`src/rtl/rvee_bus_arb.sv`:
```
// rvee_bus_arb: shares one external memory bus between the fetch port and
// the data (mem) port. One transaction is in flight at a time. It passes
// through an address phase (ADDR) and then a response phase (RESP).
// Data requests normally win arbitration. A starvation counter lets fetch
// win after STARVE_LIMIT consecutive mem grants that fetch had to wait for.
// A fetch flush marks the in-flight fetch as killed. The killed fetch still
// completes on the bus, but its response is not delivered.
module rvee_bus_arb #(
    parameter int XLEN         = 32,
    parameter int STARVE_LIMIT = 4,
    parameter int CNT_W        = 3
) (
    input  logic              clk,
    input  logic              rst_n,
    // fetch port
    input  logic              f_req,
    input  logic [XLEN-1:0]   f_addr,
    input  logic              f_flush,
    output logic              f_gnt,
    output logic              f_rvalid,
    output logic [XLEN-1:0]   f_rdata,
    output logic              f_err,
    // data port
    input  logic              m_req,
    input  logic              m_we,
    input  logic [XLEN-1:0]   m_addr,
    input  logic [XLEN-1:0]   m_wdata,
    input  logic [XLEN/8-1:0] m_be,
    output logic              m_gnt,
    output logic              m_rvalid,
    output logic [XLEN-1:0]   m_rdata,
    output logic              m_err,
    // external bus
    output logic              bus_req,
    output logic              bus_we,
    output logic [XLEN-1:0]   bus_addr,
    output logic [XLEN-1:0]   bus_wdata,
    output logic [XLEN/8-1:0] bus_be,
    input  logic              bus_gnt,
    input  logic              bus_rvalid,
    input  logic [XLEN-1:0]   bus_rdata,
    input  logic              bus_err,
    output logic              busy
);

    localparam int              BE_W      = XLEN / 8;
    localparam logic [CNT_W-1:0] LIMIT_C  = CNT_W'(STARVE_LIMIT);
    localparam logic            OWN_FETCH = 1'b0;
    localparam logic            OWN_MEM   = 1'b1;

    typedef enum logic [1:0] {
        IDLE = 2'd0,
        ADDR = 2'd1,
        RESP = 2'd2
    } state_t;

    state_t             state_r, state_n_s;
    logic               owner_r, owner_n_s;
    logic               kill_r, kill_n_s;
    logic [CNT_W-1:0]   starve_cnt_r, starve_cnt_n_s;

    logic               bus_we_r;
    logic [XLEN-1:0]    bus_addr_r;
    logic [XLEN-1:0]    bus_wdata_r;
    logic [BE_W-1:0]    bus_be_r;

    logic               complete_s;
    logic               capture_ok_s;
    logic               fetch_win_s;
    logic               f_gnt_s;
    logic               m_gnt_s;
    logic               f_rvalid_s;
    logic               m_rvalid_s;

    // Saturating increment of the starvation counter, capped at the limit.
    function automatic logic [CNT_W-1:0] sat_inc(input logic [CNT_W-1:0] v);
        if (v >= LIMIT_C) begin
            return LIMIT_C;
        end else begin
            return v + CNT_W'(1);
        end
    endfunction

    // Completion detection, arbitration and grant generation.
    always_comb begin
        complete_s = 1'b0;
        case (state_r)
            ADDR:    complete_s = bus_gnt & bus_rvalid;
            RESP:    complete_s = bus_rvalid;
            default: complete_s = 1'b0;
        endcase
        // Grants are held low while reset is asserted, even in IDLE.
        capture_ok_s = rst_n & ((state_r == IDLE) | complete_s);
        fetch_win_s  = f_req & (~m_req | (starve_cnt_r == LIMIT_C));
        f_gnt_s      = capture_ok_s & fetch_win_s;
        m_gnt_s      = capture_ok_s & m_req & ~fetch_win_s;
        // A flush in the completion cycle also suppresses the fetch response.
        f_rvalid_s   = complete_s & (owner_r == OWN_FETCH) & ~kill_r & ~f_flush;
        m_rvalid_s   = complete_s & (owner_r == OWN_MEM);
    end

    // Next-state, owner, kill and starvation counter computation.
    always_comb begin
        state_n_s      = state_r;
        owner_n_s      = owner_r;
        kill_n_s       = kill_r;
        starve_cnt_n_s = starve_cnt_r;

        if (f_gnt_s | m_gnt_s) begin
            state_n_s = ADDR;
        end else if (complete_s) begin
            state_n_s = IDLE;
        end else if ((state_r == ADDR) && bus_gnt) begin
            state_n_s = RESP;
        end else begin
            state_n_s = state_r;
        end

        if (f_gnt_s) begin
            owner_n_s = OWN_FETCH;
        end else if (m_gnt_s) begin
            owner_n_s = OWN_MEM;
        end else begin
            owner_n_s = owner_r;
        end

        if (f_gnt_s) begin
            kill_n_s = f_flush;
        end else if (complete_s) begin
            kill_n_s = 1'b0;
        end else if ((state_r != IDLE) && (owner_r == OWN_FETCH) && f_flush) begin
            kill_n_s = 1'b1;
        end else begin
            kill_n_s = kill_r;
        end

        if (f_gnt_s) begin
            starve_cnt_n_s = {CNT_W{1'b0}};
        end else if (m_gnt_s && f_req) begin
            starve_cnt_n_s = sat_inc(starve_cnt_r);
        end else begin
            starve_cnt_n_s = starve_cnt_r;
        end
    end

    // Control state registers.
    always_ff @(posedge clk or negedge rst_n) begin
        if (!rst_n) begin
            state_r      <= IDLE;
            owner_r      <= OWN_FETCH;
            kill_r       <= 1'b0;
            starve_cnt_r <= {CNT_W{1'b0}};
        end else begin
            state_r      <= state_n_s;
            owner_r      <= owner_n_s;
            kill_r       <= kill_n_s;
            starve_cnt_r <= starve_cnt_n_s;
        end
    end

    // Bus address-phase fields, latched from the winner on capture.
    always_ff @(posedge clk or negedge rst_n) begin
        if (!rst_n) begin
            bus_we_r    <= 1'b0;
            bus_addr_r  <= {XLEN{1'b0}};
            bus_wdata_r <= {XLEN{1'b0}};
            bus_be_r    <= {BE_W{1'b0}};
        end else if (f_gnt_s) begin
            bus_we_r    <= 1'b0;
            bus_addr_r  <= f_addr;
            bus_wdata_r <= {XLEN{1'b0}};
            bus_be_r    <= {BE_W{1'b1}};
        end else if (m_gnt_s) begin
            bus_we_r    <= m_we;
            bus_addr_r  <= m_addr;
            bus_wdata_r <= m_wdata;
            bus_be_r    <= m_be;
        end else begin
            bus_we_r    <= bus_we_r;
            bus_addr_r  <= bus_addr_r;
            bus_wdata_r <= bus_wdata_r;
            bus_be_r    <= bus_be_r;
        end
    end

    assign f_gnt     = f_gnt_s;
    assign m_gnt     = m_gnt_s;
    assign f_rvalid  = f_rvalid_s;
    assign m_rvalid  = m_rvalid_s;
    assign f_err     = f_rvalid_s & bus_err;
    assign m_err     = m_rvalid_s & bus_err;
    assign f_rdata   = bus_rdata;
    assign m_rdata   = bus_rdata;
    assign bus_req   = (state_r == ADDR);
    assign bus_we    = bus_we_r;
    assign bus_addr  = bus_addr_r;
    assign bus_wdata = bus_wdata_r;
    assign bus_be    = bus_be_r;
    assign busy      = (state_r != IDLE);

endmodule
```
`config.mk`:
```
export PLATFORM = sky130hd
export DESIGN_NAME = rvee_bus_arb
export DESIGN_NICKNAME = d
export VERILOG_FILES = /design/src/rtl/rvee_bus_arb.sv
export SDC_FILE = /design/constraint.sdc
export NUM_CORES = 1
export LEC_CHECK = 0
export CAP_MARGIN = 25
export CORE_AREA = 2 2 111 113
export DETAILED_ROUTE_END_ITERATION = 8
export DIE_AREA = 0 0 113 115
export DONT_BUFFER_PORTS = 1
export GPL_TIMING_DRIVEN = 0
export PLACE_DENSITY = 0.55
export REMOVE_ABC_BUFFERS = 1
export SLEW_MARGIN = 20
export SYNTH_ARGS = -nofsm -noshare
export SYNTH_HDL_FRONTEND = slang
export SYNTH_SLANG_ARGS = --single-unit
```
`constraint.sdc`:
```
create_clock -name clk -period 2.2 [get_ports clk]
set_input_delay 0.44 -clock clk [delete_from_list [all_inputs] [get_ports clk]]
set_output_delay 0.44 -clock clk [all_outputs]
set_load 0.03 [all_outputs]
```
Word level (Yosys, flattened, before mapping):

Index checks and enable logic that the tools add are counted.
W data, S select, Z words.

* logic and storage cells: 63
* register bits after elaboration: 76
* input bits: 141
* output and inout port bits: 141

* equality and inequality tests: 3
* bitwise operators: 20
* muxes and demuxes: 20
* reductions and logical operators: 10
* $add $sub $neg: 1
* order comparisons: 1

Operators with widths (count)
* $mux W32: 4
* $and A1 B1 Y1: 12
* $mux W3: 3
* $mux W4: 2
* $mux W1: 7
* $mux W2: 3
* $reduce_bool A2 Y1: 3
* $reduce_bool A3 Y1: 2
* $not A1 Y1: 5
* $logic_and A1 B1 Y1: 4
* $add A3 B1 Y3 const B: 1
* $eq A3 B3 Y1 const B: 1
* $ge A3 B3 Y1 const B: 1
* $or A1 B1 Y1: 3
* $eq A2 B1 Y1 const B: 1
* $eq A2 B2 Y1 const B: 1
* $logic_not A2 Y1: 1
* $pmux W1 S2: 1

Depth between registers and ports, before layout:

Gate-level depths: netlist of the first run.

* word-level depth: 9
* depth in mapped cells: 8
* gate-level depth less buffers: 5

Worst setup path after synthesis of the first run:

Ideal clock, no wire load.

* kind: register -> output
* start: reg state_r[1]
* end: out f_gnt
* cell stages (with the launch flop): 5
* setup slack: -0.429 ns
* data required time: 1.760 ns
* arrival: 2.189 ns
* buffers on the path: 0
* cell sequence: dfrtp_1 inv_1 ha_1 a211oi_1 nor4_1

* longest elaborated chain between the ends: 5
* elaborated cells on any way between the ends: 7
* classes of those cells: eq/ne (2); mux (1); bitwise (3); reduce/logical (1)

Ends and longest elaborated chain
* start: declaration: line 57 `state_t state_r, state_n_s;`
* start signal: assignment: line 154 `state_r <= state_n_s;`
* $eq A2 B1 Y1
* net bus_req: line 34 `output logic bus_req,`
* $pmux W1 S2: line 87 `case (state_r)`
* $or A1 B1 Y1: line 93 `capture_ok_s = rst_n & ((state_r == IDLE) | complete_s);`
* $and A1 B1 Y1: line 93
* $and A1 B1 Y1: line 95 `f_gnt_s = capture_ok_s & fetch_win_s;`
* end: declaration: line 19 `output logic f_gnt,`

The timed path passes the listed nets, and every way through them passes these cells.

Worst setup path after layout of the first run:

* start: reg state_r[1]
* end: out m_err

* longest elaborated chain between the ends: 4
* elaborated cells on any way between the ends: 5
* classes of those cells: eq/ne (2); mux (1); bitwise (2)

Ends and longest elaborated chain
* $eq A2 B1 Y1
* net bus_req: line 34
* $pmux W1 S2: line 87
* $and A1 B1 Y1: line 99 `m_rvalid_s = complete_s & (owner_r == OWN_MEM);`
* net m_rvalid: line 30 `output logic m_rvalid,`
* $and A1 B1 Y1: line 191 `assign m_err = m_rvalid_s & bus_err;`
* end: declaration: line 32 `output logic m_err,`

The timed path passes the listed nets, and every way through them passes these cells.

==> results of run 1 <==
[path summary, 6_finish.rpt]
kind                                  from  slack, ns         endpoint  depth (start not counted)
hold / removal                       rst_n      -0.20    bus_wdata[16]                          0
min in group clk                     f_req       0.26      bus_addr[3]                          2
hold reg to reg            starve_cnt_r[1]       0.56  starve_cnt_r[1]                          2
setup / recovery                state_r[1]      -0.18            m_err                          5
max in group asynchronous            rst_n       2.27     bus_addr[13]                          0
setup reg to reg                state_r[0]       0.08        bus_be[3]                          7
[cell families (layout without fill, tap and decap cells)]
family | count (synthesis) | count (layout) | share of synthesized area, %
AO/OA/AOI/OAI | 147 | 149 | 25.3
AND/OR/NAND/NOR | 59 | 59 | 7.69
adder cells (fa/ha/maj) | 5 | 5 | 1.54
multiplexers | 3 | 3 | 0.769
buffers and inverters | 111 | 35 | 17.9
flip-flops | 76 | 76 | 46.8
[repair_timing]
item                                    CTS  global route
buffers inserted                          8             0
resized for setup                        26             2
cloned                                    2             0
endpoints found under the setup margin   78             5
endpoints found under the hold margin    76            76
pin swaps                                 6             3
[critical path: stages, from the launching register on]
cell and delay (ns):
dfrtp_1 0.41, inv_2 0.12, ha_4 0.28, a21oi_4 0.10
nor3_4 0.41, and2_4 0.28
[sequential cells by signal, summed over array words and instances (netlist names)]
register and count:
bus_addr 32, bus_we 1, owner_r 1, bus_wdata 32, bus_be 4, state_r 2, kill_r 1, starve_cnt_r 3
[layer usage]
metal / share of wire [%] / up-vias
met4: 1.3 / 4
met5: 0.98 / -
met2: 42 / 291
li1: - / 1304
met3: 17 / 20
met1: 38 / 1502
[cells in the final DEF (no fill, tap or decap), types with 2 or more instances in the layout]
| cell | count |
|---|---|
| a31oi_1 | 64 |
| a32o_1 | 33 |
| and2_4 | 2 |
| and3_4 | 2 |
| buf_4 | 8 |
| bufinv_16 | 2 |
| clkbuf_16 | 9 |
| dfrtp_1 | 76 |
| ha_4 | 3 |
| inv_1 | 6 |
| inv_6 | 2 |
| mux2i_1 | 2 |
| nand2_1 | 6 |
| nand3_1 | 35 |
| nand3b_1 | 3 |
| nor2_4 | 2 |
| nor3_1 | 2 |
| o21ai_0 | 28 |
| o21ai_1 | 7 |
| o32a_1 | 4 |
[power by group]
group	total (uW)	leakage [uW]	switching (uW)	internal [uW]
logic	2650	0.000510	1570	1080
registers	3880	0.000909	1800	2080
clock network	1610	0.000156	613	1000
total	8140	0.00157	3990	4160
[area by class of cell]
| type | count | area (um^2) |
|---|---|---|
| clock buffer | 9 | 225 |
| clock inverter | 7 | 98.8 |
| fill | 1180 | 7650 |
| inverter | 7 | 26.3 |
| multi-input combinational | 216 | 1600 |
| sequential | 76 | 1900 |
| tap | 147 | 184 |
| timing repair buffer | 12 | 126 |
[through the flow]
stage / setup TNS, ns / instance area (um^2)
final: -0.359 / 4160
after global routing: -0.689 / 4160
after CTS: -0.389 / 4150
after detailed placement: -36.45 / 3620
after global placement: -74.51 / 3550
after floorplan: -17.00 / 3360
==> run_results.csv, run 1 <==
group,metric,value,unit
status,outcome,"finished with violations",
status,violations,"design-rule violations, negative hold slack, negative setup slack",
global_route,use_met3,14.9,%
layout,drive_gt1_share,16.2,%
worst_setup_path,required,1.76,ns
cts,clk_latency,0.33,ns
synthesis,post-synth-top-count-cell,"dfrtp_1",
worst_setup_path,cp-end-kind,"output port",
synthesis,yosysTopAreaCellShare,46.8,%
timing,tightest_slew,0.959,ns
floorplan,core,11800,um^2
layout,final_nets,468,
drt,drt-total-wl,14.0,mm
timing,period_needed,2.38,ns
timing,fmaxAchievable,420,MHz
floorplan,num_rows,40,
place,io_buffers,0,
global_route,grt_overflow,0,
timing,worst_slack,-0.182,ns
power,p_leak,0.00157,uW
worst_setup_path,cp_max_fo,6,
layout,post-route-util,35.2,%
synthesis,synth_warnings,0,
drt,remaining_drc_errors,20,
global_route,grt_pass1_wl,19.9,mm
synthesis,ys_seq_area_share,46.8,%
global_route,globalRoute.busiestLayer,"met2",
place,dpl_worst_slack,-0.707,ns
floorplan,dieHeight,115,um
global_route,track_usage,21.0,%
cts,tritoncts,"built",
synthesis,synth_seq_cells,76,
place,dp.cells,448,
cts,root_buffer,"clkbuf_16",
place,dpl.hpwl,9.12,mm
timing,finalSetupViolations,4,
synthesis,syn_inst,401,
cts,cts_buffer_depth,2,
timing,grt_setup_unrepaired,"true",
synthesis,netlist_top_cells_count,"dfrtp_1, buf_4, a31oi_1",
power,power,8140,uW
cts,htreeDepth,3,
drt,firstDrtPassIters,7,
drt,vias_per_cell,6.58,
synthesis,syn_area,4070,um^2
timing,final_max_slew_viol_count,0,
cts,cts.sinks,76,
drt,vias,3121,
job,cap_violations,0,
cts,numCtsBuffers,9,
worst_hold_path,hp-class,"primary input to async pin",
worst_setup_path,path_class,"register to output port",
synthesis,yosysTopAreaCell,"dfrtp_1",
floorplan,num_io_pins,282,
synthesis,synth.area.top_cells,"dfrtp_1, buf_4, a31oi_1, a32o_1, nand3_1",
layout,fin_cells,474,
timing,relSlewSlack,36.0,%
layout,n_antenna_cell,0,
power,ir_drop,0.654,mV
synthesis,synth_edf_count,0,
power,power.density,1960,nW/um^2
timing,fin_crit_sh,108,%
layout,area_delta_synth_final,2.34,%
drt,routedWlPerCell,29.6,um
global_route,grt_pass1_vias,3002,
synthesis,syn_area_per_cell,10.1,um^2
global_route,use_met2,29.3,%
floorplan,die_area,13000,um^2
floorplan,die_x,113,um
timing,hold_viol,76,
global_route,grt_util_met1,25.1,%
floorplan,start_util,34.4,%
synthesis,ys_types,36,
global_route,antenna_found_initial,0,
worst_setup_path,start_kind,"register",
place,gp_congestion,0.701,
global_route,grt_max_degree,82,
drt,antenna_left,0,
cts,clkTransAtPathRegs,0.06,ns
synthesis,synth_ff_type,"dfrtp_1",
synthesis,asyncSetResetFlopFracSynth,100,%
worst_setup_path,worst_ep_arrival_time,1.94,ns
timing,fin_skew,0.00733,ns
timing,whs,-0.199,ns
drt,drt_iter0_drc,336,
Note: power is estimated with default switching activity, not from simulation.
==> run 2, diff against run 1 <==
--- a/config.mk
+++ b/config.mk
@@ -13,7 +13,6 @@
 export GPL_TIMING_DRIVEN = 0
 export PLACE_DENSITY = 0.55
 export REMOVE_ABC_BUFFERS = 1
-export SLEW_MARGIN = 20
 export SYNTH_ARGS = -nofsm -noshare
 export SYNTH_HDL_FRONTEND = slang
 export SYNTH_SLANG_ARGS = --single-unit
==> run 2 against run 1 <==
- the run still ends with design-rule violations, negative hold slack, negative setup slack left
- design area increased by 2.5%
- first-iteration DRC count shrank 20%
- sequential share of layout area down 1.1 points
- count of clock-buffer cells in the layout up 1
- routed wire length is 0.94% lower
- register-to-register slack better by 0.12 ns
- via count about the same
- global-route usage shrank 1.4 points
- clock skew is 0.0012 ns lower
==> run_results.csv, run 2 (same netlist as run 1, synthesis figures left out) <==
group,metric,value,unit
cts,tritoncts,"built",
worst_setup_path,crit_end,"m_err",
floorplan,die_area,13000,um^2
global_route,grt_pass1_vias,3014,
layout,drive_gt1_share,17.9,%
worst_setup_path,path_class,"register to output port",
cts,clk_latency,0.34,ns
power,p_leak,0.00163,uW
floorplan,dieHeight,115,um
global_route,track_usage,19.6,%
cts,clkTransAtPathRegs,0.06,ns
timing,worst_slack,-0.0910,ns
cts,cts_buffer_depth,2,
timing,period_needed,2.29,ns
drt,drt_iter0_drc,268,
layout,final_nets,471,
timing,finalSetupViolations,2,
layout,n_antenna_cell,0,
place,dpl.hpwl,9.52,mm
place,dpl_worst_slack,-0.648,ns
drt,antenna_left,0,
drt,drt-total-wl,13.9,mm
cts,numCtsBuffers,9,
worst_setup_path,required,1.76,ns
layout,seq_area,1900,um^2
worst_setup_path,r2r-start,"state_r[0]",
place,gp_congestion,0.701,
layout,fillCellCount,1158,
global_route,grt_overflow,0,
worst_setup_path,critical_path.startpoint,"state_r[0]",
timing,grt_setup_unrepaired,"true",
drt,vias,3123,
timing,whs,-0.200,ns
global_route,antenna_found_initial,0,
cts,cts.sinks,76,
worst_setup_path,r2r_end,"bus_be[3]",
job,cap_violations,0,
cts,root_buffer,"clkbuf_16",
global_route,grt_max_degree,82,
layout,multi_input_area,1600,um^2
drt,routedWlPerCell,29.2,um
worst_setup_path,cp_max_fo,3,
drt,firstDrtPassIters,7,
worst_hold_path,hp-class,"primary input to async pin",
timing,hold_viol,76,
timing,fin_skew,0.00615,ns
cts,htreeDepth,3,
status,outcome,"finished with violations",
worst_setup_path,cp-end-kind,"output port",
place,io_buffers,0,
drt,remaining_drc_errors,20,
global_route,grt_pass1_wl,18.9,mm
layout,layout_commonest_cell,"dfrtp_1",
worst_setup_path,worst_ep_arrival_time,1.85,ns
worst_setup_path,start_kind,"register",
status,violations,"design-rule violations, negative hold slack, negative setup slack",
layout,fin_area,4270,um^2
layout,fin_cells,477,
worst_setup_path,rr_worst_depth,7,
timing,final_max_slew_viol_count,0,
layout,mostFrequentLayoutCells,"dfrtp_1, a31oi_1, nand3_1",
place,dp.cells,450,
floorplan,num_rows,40,
timing,tightest_slew,0.919,ns
place,post_dp_cell_area,3700,um^2
floorplan,core,11800,um^2
worst_setup_path,r2r_setup_slack,0.20,ns
drt,vias_per_cell,6.55,
layout,area_delta_synth_final,4.92,%
timing,fin_crit_sh,104,%
power,ir_drop,0.483,mV
timing,fmaxAchievable,436,MHz
floorplan,start_util,34.4,%
power,power.density,1960,nW/um^2
floorplan,die_x,113,um
floorplan,num_io_pins,282,
timing,relSlewSlack,38.7,%
==> run 2: layout make-up <==
| type | count | area share [%] |
|---|---|---|
| Sequential cell | 76 | 44.6 |
| Clock inverter | 6 | 1.47 |
| Inverter | 7 | 0.616 |
| Multi-Input combinational cell | 215 | 37.5 |
| Tap cell | 147 | 4.31 |
| Clock buffer | 10 | 5.60 |
| Timing Repair Buffer | 16 | 5.87 |
==> run 2: stage by stage <==
step | setup TNS, ns | utilization (%) | power [uW]
2_1_floorplan | -17.00 | - | 5310
3_3_place_gp | -74.51 | 30.0 | 5870
3_5_place_dp | -31.63 | 31.3 | 6210
4_1_cts | -1.54 | 35.2 | 8070
5_1_grt | -0.380 | 36.1 | 8790
6_report | -0.162 | 36.1 | 8370
==> run 2: worst max-delay path, cell delays in order, from the launching register on <==
cell and delay, ns:
dfrtp_2 0.41, inv_2 0.07, ha_4 0.30, nand2_4 0.06
nor3_4 0.40, and2_4 0.28
==> run 2: report_power, final <==
part / switching (uW) / internal (uW) / leakage, uW
clock network: 579 / 909 / 0.000153
logic: 1640 / 1350 / 0.000568
registers: 1810 / 2080 / 0.000908
==> run 2: what timing repair did <==
item | 4_1_cts | 5_1_grt
endpoints found under the hold margin | 76 | 76
setup buffers | 4 | 4
endpoints found under the setup margin | 79 | 41
cloned | 0 | 3
pin swaps | 8 | 6
resized for setup | 31 | 4
==> run 2: metal layers <==
metal,vias to the layer above,global-route usage [%],part of all wire (%)
li1,1302,-,-
met1,1523,21.9,38
met2,274,27.6,42
met3,20,15.8,18
met4,4,5.85,1.3
met5,-,8.52,0.97
==> run 2: how the worst min path moves through the flow <==
| stage | start | end | slack (ns) | cells after the start |
|---|---|---|---|---|
| floorplan | rst_n | bus_addr[0] | 0.14 | 0 |
| global placement | rst_n | bus_wdata[30] | 0.15 | 0 |
| detailed placement | rst_n | bus_wdata[30] | 0.15 | 0 |
| CTS | rst_n | bus_be[0] | -0.22 | 0 |
| global route | rst_n | owner_r | -0.22 | 0 |
| finish | rst_n | bus_wdata[10] | -0.20 | 0 |
==> run 3, diff against run 2 <==
--- a/config.mk
+++ b/config.mk
@@ -6,12 +6,13 @@
 export NUM_CORES = 1
 export LEC_CHECK = 0
 export CAP_MARGIN = 25
-export CORE_AREA = 2 2 111 113
+export CORE_ASPECT_RATIO = 0.7
+export CORE_MARGIN = 2
+export CORE_UTILIZATION = 35
 export DETAILED_ROUTE_END_ITERATION = 8
-export DIE_AREA = 0 0 113 115
 export DONT_BUFFER_PORTS = 1
 export GPL_TIMING_DRIVEN = 0
-export PLACE_DENSITY = 0.55
+export PLACE_DENSITY = 0.56
 export REMOVE_ABC_BUFFERS = 1
 export SYNTH_ARGS = -nofsm -noshare
 export SYNTH_HDL_FRONTEND = slang
==> run 3 against run 2 <==
- the flow finishes with violations (negative hold slack, negative setup slack)
- clock power up 7%
- sequential power about the same
- critical path depth stayed put
- register-to-register slack lost 0.07 ns
- clock skew barely moved
- non-clock buffer count is 2 lower
- sequential share of layout area up 0.062 points
- highest routed layer unchanged
- critical endpoint unchanged
- final cell count is 0.84% higher
==> run_results.csv, run 3 (same netlist as run 1, synthesis figures left out) <==
group,metric,value,unit
floorplan,num_io_pins,282,
timing,fmaxAchievable,438,MHz
status,violations,"negative hold slack, negative setup slack",
drt,vias,3190,
timing,final_max_slew_viol_count,0,
worst_hold_path,hp-class,"primary input to async pin",
worst_setup_path,cp_slowest_cell,"dfrtp_1",
layout,drive_gt1_share,17.4,%
drt,remaining_drc_errors,0,
timing,grt_setup_unrepaired,"true",
drt,antenna_left,0,
worst_setup_path,path_buf_inv,1,
cts,cts_buffer_depth,2,
cts,cts.sinks,76,
floorplan,core,11200,um^2
layout,fin_cells,481,
power,power.density,1970,nW/um^2
layout,area_delta_synth_final,4.71,%
drt,firstDrtPassIters,5,
floorplan,num_rows,32,
layout,final_nets,469,
timing,worst_slack,-0.0841,ns
floorplan,die_x,133,um
worst_setup_path,cp_cell_sequence,"inv_2 > ha_4 > a21oi_4 > nor3_4 > and2_4",
worst_setup_path,cp_max_fo,5,
layout,n_antenna_cell,0,
place,gp_congestion,0.795,
power,ir_drop,0.955,mV
drt,routedWlPerCell,29.6,um
timing,tightest_slew,1.01,ns
timing,hold_viol,76,
layout,layout_commonest_cell,"dfrtp_1",
cts,tritoncts,"built",
timing,fin_crit_sh,104,%
cts,htreeDepth,3,
global_route,grt_max_degree,82,
timing,relSlewSlack,32.1,%
global_route,grt_pass1_wl,20.5,mm
worst_setup_path,required,1.76,ns
cts,root_buffer,"clkbuf_16",
drt,vias_per_cell,6.63,
worst_setup_path,worst_ep_arrival_time,1.84,ns
floorplan,die_area,12500,um^2
layout,multi_input_area,1620,um^2
timing,whs,-0.200,ns
global_route,grt_pass1_vias,3117,
place,dpl_worst_slack,-0.724,ns
cts,numCtsBuffers,9,
worst_setup_path,critPathTopFamily,"simple AND/OR/NAND/NOR gates",
status,outcome,"finished with violations",
cts,clkTransAtPathRegs,0.06,ns
cts,clk_latency,0.33,ns
worst_setup_path,path_class,"register to output port",
place,dpl.hpwl,9.78,mm
global_route,track_usage,22.3,%
timing,fin_skew,0.00591,ns
layout,mostFrequentLayoutCells,"dfrtp_1, a31oi_1, nand3_1",
floorplan,start_util,36.4,%
worst_setup_path,cp-end-kind,"output port",
timing,period_needed,2.28,ns
drt,drt_iter0_drc,288,
floorplan,dieHeight,94.2,um
drt,drt-total-wl,14.3,mm
global_route,antenna_found_initial,0,
power,p_leak,0.00161,uW
global_route,grt_overflow,0,
place,dp.cells,455,
worst_setup_path,start_kind,"register",
timing,finalSetupViolations,2,
layout,seq_area,1900,um^2
layout,fillCellCount,1096,
place,io_buffers,0,
job,cap_violations,0,
worst_setup_path,critPathMaxStageDelay,0.39,ns
[run 3: stage by stage]
| stage | util (%) | setup TNS, ns | area (um^2) | power, uW |
|---|---|---|---|---|
| floorplan | - | -17.00 | 3360 | 5310 |
| global placement | 31.8 | -74.95 | 3550 | 5880 |
| detailed placement | 33.1 | -36.05 | 3700 | 6270 |
| CTS | 37.7 | -0.216 | 4210 | 8290 |
| global route | 38.1 | -0.390 | 4260 | 8800 |
| finish | 38.1 | -0.132 | 4260 | 8380 |
[run 3: layout make-up]
class	count	share of cell area [%]
inverter	7	0.617
timing repair buffer	14	4.61
clock buffer	9	5.29
multi-input combinational	215	38.0
clock inverter	7	2.26
sequential	76	44.7
tap	153	4.50
[run 3: layer usage]
layer	wire length (um)	global-route usage, %	vias up	share of wire, %
met5	104	6.84	-	0.73
met3	2410	16.8	27	17
met4	164	5.29	4	1.2
li1	-	-	1298	-
met1	5780	28.3	1599	41
met2	5800	28.8	262	41
[run 3: repair_timing]
action / 4_1_cts / 5_1_grt
pin swaps: 7 / 6
gates cloned: 1 / 0
hold endpoints to repair: 76 / 76
endpoints found under the setup margin: 79 / 5
resized for setup: 30 / 6
buffers inserted: 6 / 3
[run 3: worst paths after layout]
path / slack [ns] / cells past startpoint / from / endpoint
hold / removal: -0.20 / 0 / rst_n / bus_wdata[2]
min in group clk: 0.27 / 1 / m_wdata[10] / bus_wdata[10]
setup / recovery: -0.08 / 5 / state_r[1] / m_err
hold reg to reg: 0.61 / 2 / state_r[0] / state_r[0]
max in group asynchronous: 2.29 / 0 / rst_n / bus_addr[2]
setup reg to reg: 0.13 / 6 / state_r[1] / bus_addr[0]
[run 3: where the power goes]
| part | switching (uW) | total, uW | internal [uW] | leakage [uW] |
|---|---|---|---|---|
| Combinational | 1610 | 2870 | 1260 | 0.000537 |
| Clock | 605 | 1600 | 999 | 0.000160 |
| Sequential | 1820 | 3900 | 2080 | 0.000909 |
==> RTL change 1 (config.mk and constraints of run 2) <==
`CNT_W`: 3 -> 6.
--- a/src/rtl/rvee_bus_arb.sv
+++ b/src/rtl/rvee_bus_arb.sv
@@ -8,7 +8,7 @@
 module rvee_bus_arb #(
     parameter int XLEN         = 32,
     parameter int STARVE_LIMIT = 4,
-    parameter int CNT_W        = 3
+    parameter int CNT_W        = 6
 ) (
     input  logic              clk,
     input  logic              rst_n,
Check against the original RTL: no difference found for any inputs over 10 cycles, from zero or initial values and one cycle with rst_n low; that may be too few to reach the edited logic, so the function may still have changed.
==> RTL change 1 against run 2 <==
The run still ends with design-rule violations, negative hold slack, negative setup slack left. Final area down 1.3%. Routed wire length down 9.5%. Synthesized area down 3.9%. Total power down 8.5%. Largest power group unchanged. Setup slack worse by 0.13 ns. Sequential cell count up 3. Clock skew up 0.0012 ns. Global-route usage down 0.95 points.
==> RTL change 1: results <==
[sta]
fin_skew_ns = 0.00739
worst_pin_slew_ns = 0.698
whs_ns = -0.201
setup_viol = 5
setup_ws_ns = -0.219
tns_ns = -0.543
hold_viol_final = 79

[detailed_routing]
vias = 2798
wl_per_cell_um = 25.9
drt_first_pass_iters = 9
drc = 15
drt_iter0_drc = 224

[cts]
clockRootBuffer = clkbuf_16
clock_latency_ns = 0.34
numCtsBuffers = 9
cts.path.max_buffers = 2
path_clk_slew_ns = 0.06
htree_levels = 3

[global_route]
grt_pass1_wl_um = 17500
grt_pass1_vias = 2660
grt_max_degree = 83
grt.total_usage_pct = 18.7
antenna_found_initial = 0

[power_and_ir_drop]
p_switching_uw = 3490
peakVddDrop_mv = 0.543
p_leak_uw = 0.00179

[logic_synthesis]
yosys-top-cells-count = dfrtp_1, nand2_1, buf_4
seq_area_frac_synth_pct = 50.6
ys.flop_type = dfrtp_1
netlist-cell-type-count = 33
ys_warn_count = 0
yosys-top-cells-area = dfrtp_1, buf_4, a22o_1
async_reset_ff_share_pct = 100

[critical_path]
crit_fanout = 5
crit_arrival_ns = 1.98

[layout]
layout-drive-gt1-share_pct = 17.2
antenna_cells = 0
nets = 480

[placement]
place.gp.congestion = 0.751
portBuffers = 0
dp_hpwl_um = 8410

[hold_path]
min_path_type = input port to async pin

[status]
violations = design-rule violations, negative hold slack, negative setup slack
status = finished, violations left
-- RTL change 1: metal layers --
layer / global-route usage [%] / wire, um / vias up
met2: 24.6 / 5300 / 216
met5: 9.26 / 61 / -
met1: 22.2 / 4960 / 1372
met4: 6.67 / 223 / 2
li1: - / - / 1186
met3: 14.2 / 2040 / 22
-- RTL change 1: timing repair --
action	in CTS	in global routing
endpoints found under the hold margin	79	79
buffers inserted	7	7
gates resized for setup	21	3
gates cloned	3	1
setup endpoints to repair	81	37
pin swaps	8	8
-- RTL change 1: cells by family (layout without fill, tap and decap cells) --
logic type	Yosys count	count (layout)	synth area share (%)
compound gates	84	84	16.9
fa+ha+maj	5	5	1.60
buf+inv	94	43	16.0
flops	79	79	50.6
simple gates	124	127	14.8
-- RTL change 1: worst paths after layout --
path,startpoint,end,slack [ns],cells past startpoint
max,state_r[1],f_gnt,-0.22,5
min,rst_n,bus_wdata[5],-0.20,0
max reg2reg,state_r[1],bus_addr[11],0.06,9
min reg2reg,starve_cnt_r[5],starve_cnt_r[5],0.49,1
max in group asynchronous,rst_n,bus_addr[12],2.28,0
min in group clk,f_flush,kill_r,0.24,1
-- RTL change 1: final cells by class --
cell class | count | area [um2]
fillers | 1177 | 7600
flip-flops and latches | 79 | 1980
multi-input cells | 216 | 1440
repair buffers | 20 | 265
clock buffers | 11 | 243
well taps | 147 | 184
clock inverters | 4 | 70.1
inverters | 8 | 37.5
-- RTL change 1: power by group through the flow --
stage,Sequential [uW],Clock (uW),Combinational [uW]
floorplan,3750,0,1330
CTS,3900,1630,2070
global placement,3920,0,1600
global route,3980,1690,2430
detailed placement,3900,0,1790
finish,3890,1570,2200
-- RTL change 1: stage by stage --
step	instance area (um2)	hold WS (ns)	setup slack (ns)	util [%]	cells
finish	4210	-0.201	-0.219	35.7	485
floorplan	3310	0.144	-0.949	-	300
global route	4210	-0.224	-0.285	35.7	485
detailed placement	3610	0.146	-0.701	30.6	452
global placement	3500	0.146	-1.26	29.6	447
CTS	4090	-0.222	-0.223	34.6	477
-- RTL change 1: critical path, cell delays in order (launching register included) --
cell      delay (ns)
dfrtp_1         0.39
inv_2           0.12
ha_4            0.24
a211oi_4        0.10
or3_4           0.43
nor2_4          0.36
==> RTL change 2 (settings of run 2) <==
Without the edit above. Re-encode `state_t` (3 states) as one-hot, 3 bits wide.
--- a/src/rtl/rvee_bus_arb.sv
+++ b/src/rtl/rvee_bus_arb.sv
@@ -48,10 +48,10 @@
     localparam logic            OWN_FETCH = 1'b0;
     localparam logic            OWN_MEM   = 1'b1;
 
-    typedef enum logic [1:0] {
-        IDLE = 2'd0,
-        ADDR = 2'd1,
-        RESP = 2'd2
+    typedef enum logic [2:0] {
+        IDLE = 3'b001,
+        ADDR = 3'b010,
+        RESP = 3'b100
     } state_t;
 
     state_t             state_r, state_n_s;
Behaviour: same outputs for any inputs over 4 cycles, from zero or initial values and one cycle with rst_n low; so few cycles prove little.
==> RTL change 2 against run 2 <==
The flow still finishes with violations (design-rule violations, negative hold slack, negative setup slack). Final cell count down 13%. Synthesized area fell by 7.8%. Final area shrank 7.5%. Setup slack better by 0.071 ns. Sequential cell count grew 1. Fmax increased by 3.2%. Combinational power down 42%. Total power decreased by 19%. Worst hold slack improved by 0.0011 ns. Global-route usage is 2.9 points lower. Synthesized cell count down 20%. Routed wire length is 17% lower. First-iteration DRC count is 29% lower.
==> RTL change 2: results <==
[status]
status = finished, violations left
violations = design-rule violations, negative hold slack, negative setup slack

[critical_path]
crit_fanout = 5
crit_arrival_ns = 1.78
r2r_cells = 4

[sta]
hold_viol_final = 77
setup_viol = 1
worst_pin_slew_ns = 1.02
tns_ns = -0.0198
setup_ws_ns = -0.0198
whs_ns = -0.199

[global_route]
grt_pass1_vias = 2423

[layout]
fillers = 1171
layout-drive-gt1-share_pct = 20.4
nets = 409

[detailed_routing]
drt_first_pass_iters = 9
drc = 17
drt_iter0_drc = 189

[logic_synthesis]
synth_mux_area_share_pct = 0
synth_adder_area_share_pct = 0.668
yosys-top-cells-count = dfrtp_1, buf_4, a2bb2oi_1, o22ai_1, a22o_1
seq_area_frac_synth_pct = 51.4
netlist-cell-type-count = 44

[cts]
cts_sinks = 77

[placement]
place.gp.congestion = 0.751
RTL change 2: path summary, 6_finish.rpt:
path | slack, ns | startpoint | endpoint
min in group clk | 0.24 | m_wdata[16] | bus_wdata[16]
worst min-delay path | -0.20 | rst_n | bus_addr[17]
worst min register to register | 0.52 | state_r[0] | state_r[0]
max in group asynchronous | 2.19 | rst_n | state_r[0]
worst max register to register | 0.10 | state_r[2] | bus_addr[20]
worst max-delay path | -0.02 | state_r[2] | m_gnt
RTL change 2: power breakdown:
| group | total [uW] | switching (uW) | leakage, uW | internal (uW) |
|---|---|---|---|---|
| clock | 1410 | 554 | 0.000141 | 861 |
| sequential | 3620 | 1590 | 0.000914 | 2030 |
| combinational | 1720 | 795 | 0.000614 | 920 |
RTL change 2: cell families after synthesis:
family,count (synthesis)
adder cells (fa/ha/maj),2
flip-flops,77
AO/OA/AOI/OAI,122
AND/OR/NAND/NOR,32
buffers and inverters,88
RTL change 2: timing repair:
item | CTS | global route
gates cloned | 3 | 1
endpoints found under the setup margin | 57 | 42
endpoints found under the hold margin | 77 | 77
setup buffers | 10 | 0
resized for setup | 19 | 2
pin swaps | 6 | 6
RTL change 2: area by class of cell:
cell class,instances,area (um2),area share (%)
Sequential cell,77,1930,48.9
Multi-Input combinational cell,158,1330,33.6
Clock buffer,9,225,5.71
Timing Repair Buffer,16,214,5.42
Tap cell,147,184,4.66
Clock inverter,5,53.8,1.36
Inverter,4,15.0,0.380
RTL change 2: per-stage QoR:
stage,std cells,area [um2],hold slack (ns),total power [uW],setup slack [ns]
floorplan,237,3150,0.144,4660,-0.634
global placement,384,3340,0.146,4990,-1.21
detailed placement,388,3410,0.146,5090,-0.947
CTS,415,3930,-0.216,6780,-0.0290
global route,416,3950,-0.223,7150,-0.113
finish,416,3950,-0.199,6750,-0.0198
RTL change 2: per-layer routing:
layer  share of wire, %  wire, um  track usage [%]
met1                 39      4560             20.0
met2                 41      4700             21.1
met3                 18      2140             15.3
met4               0.90       104             4.31
met5               0.60        69             7.41
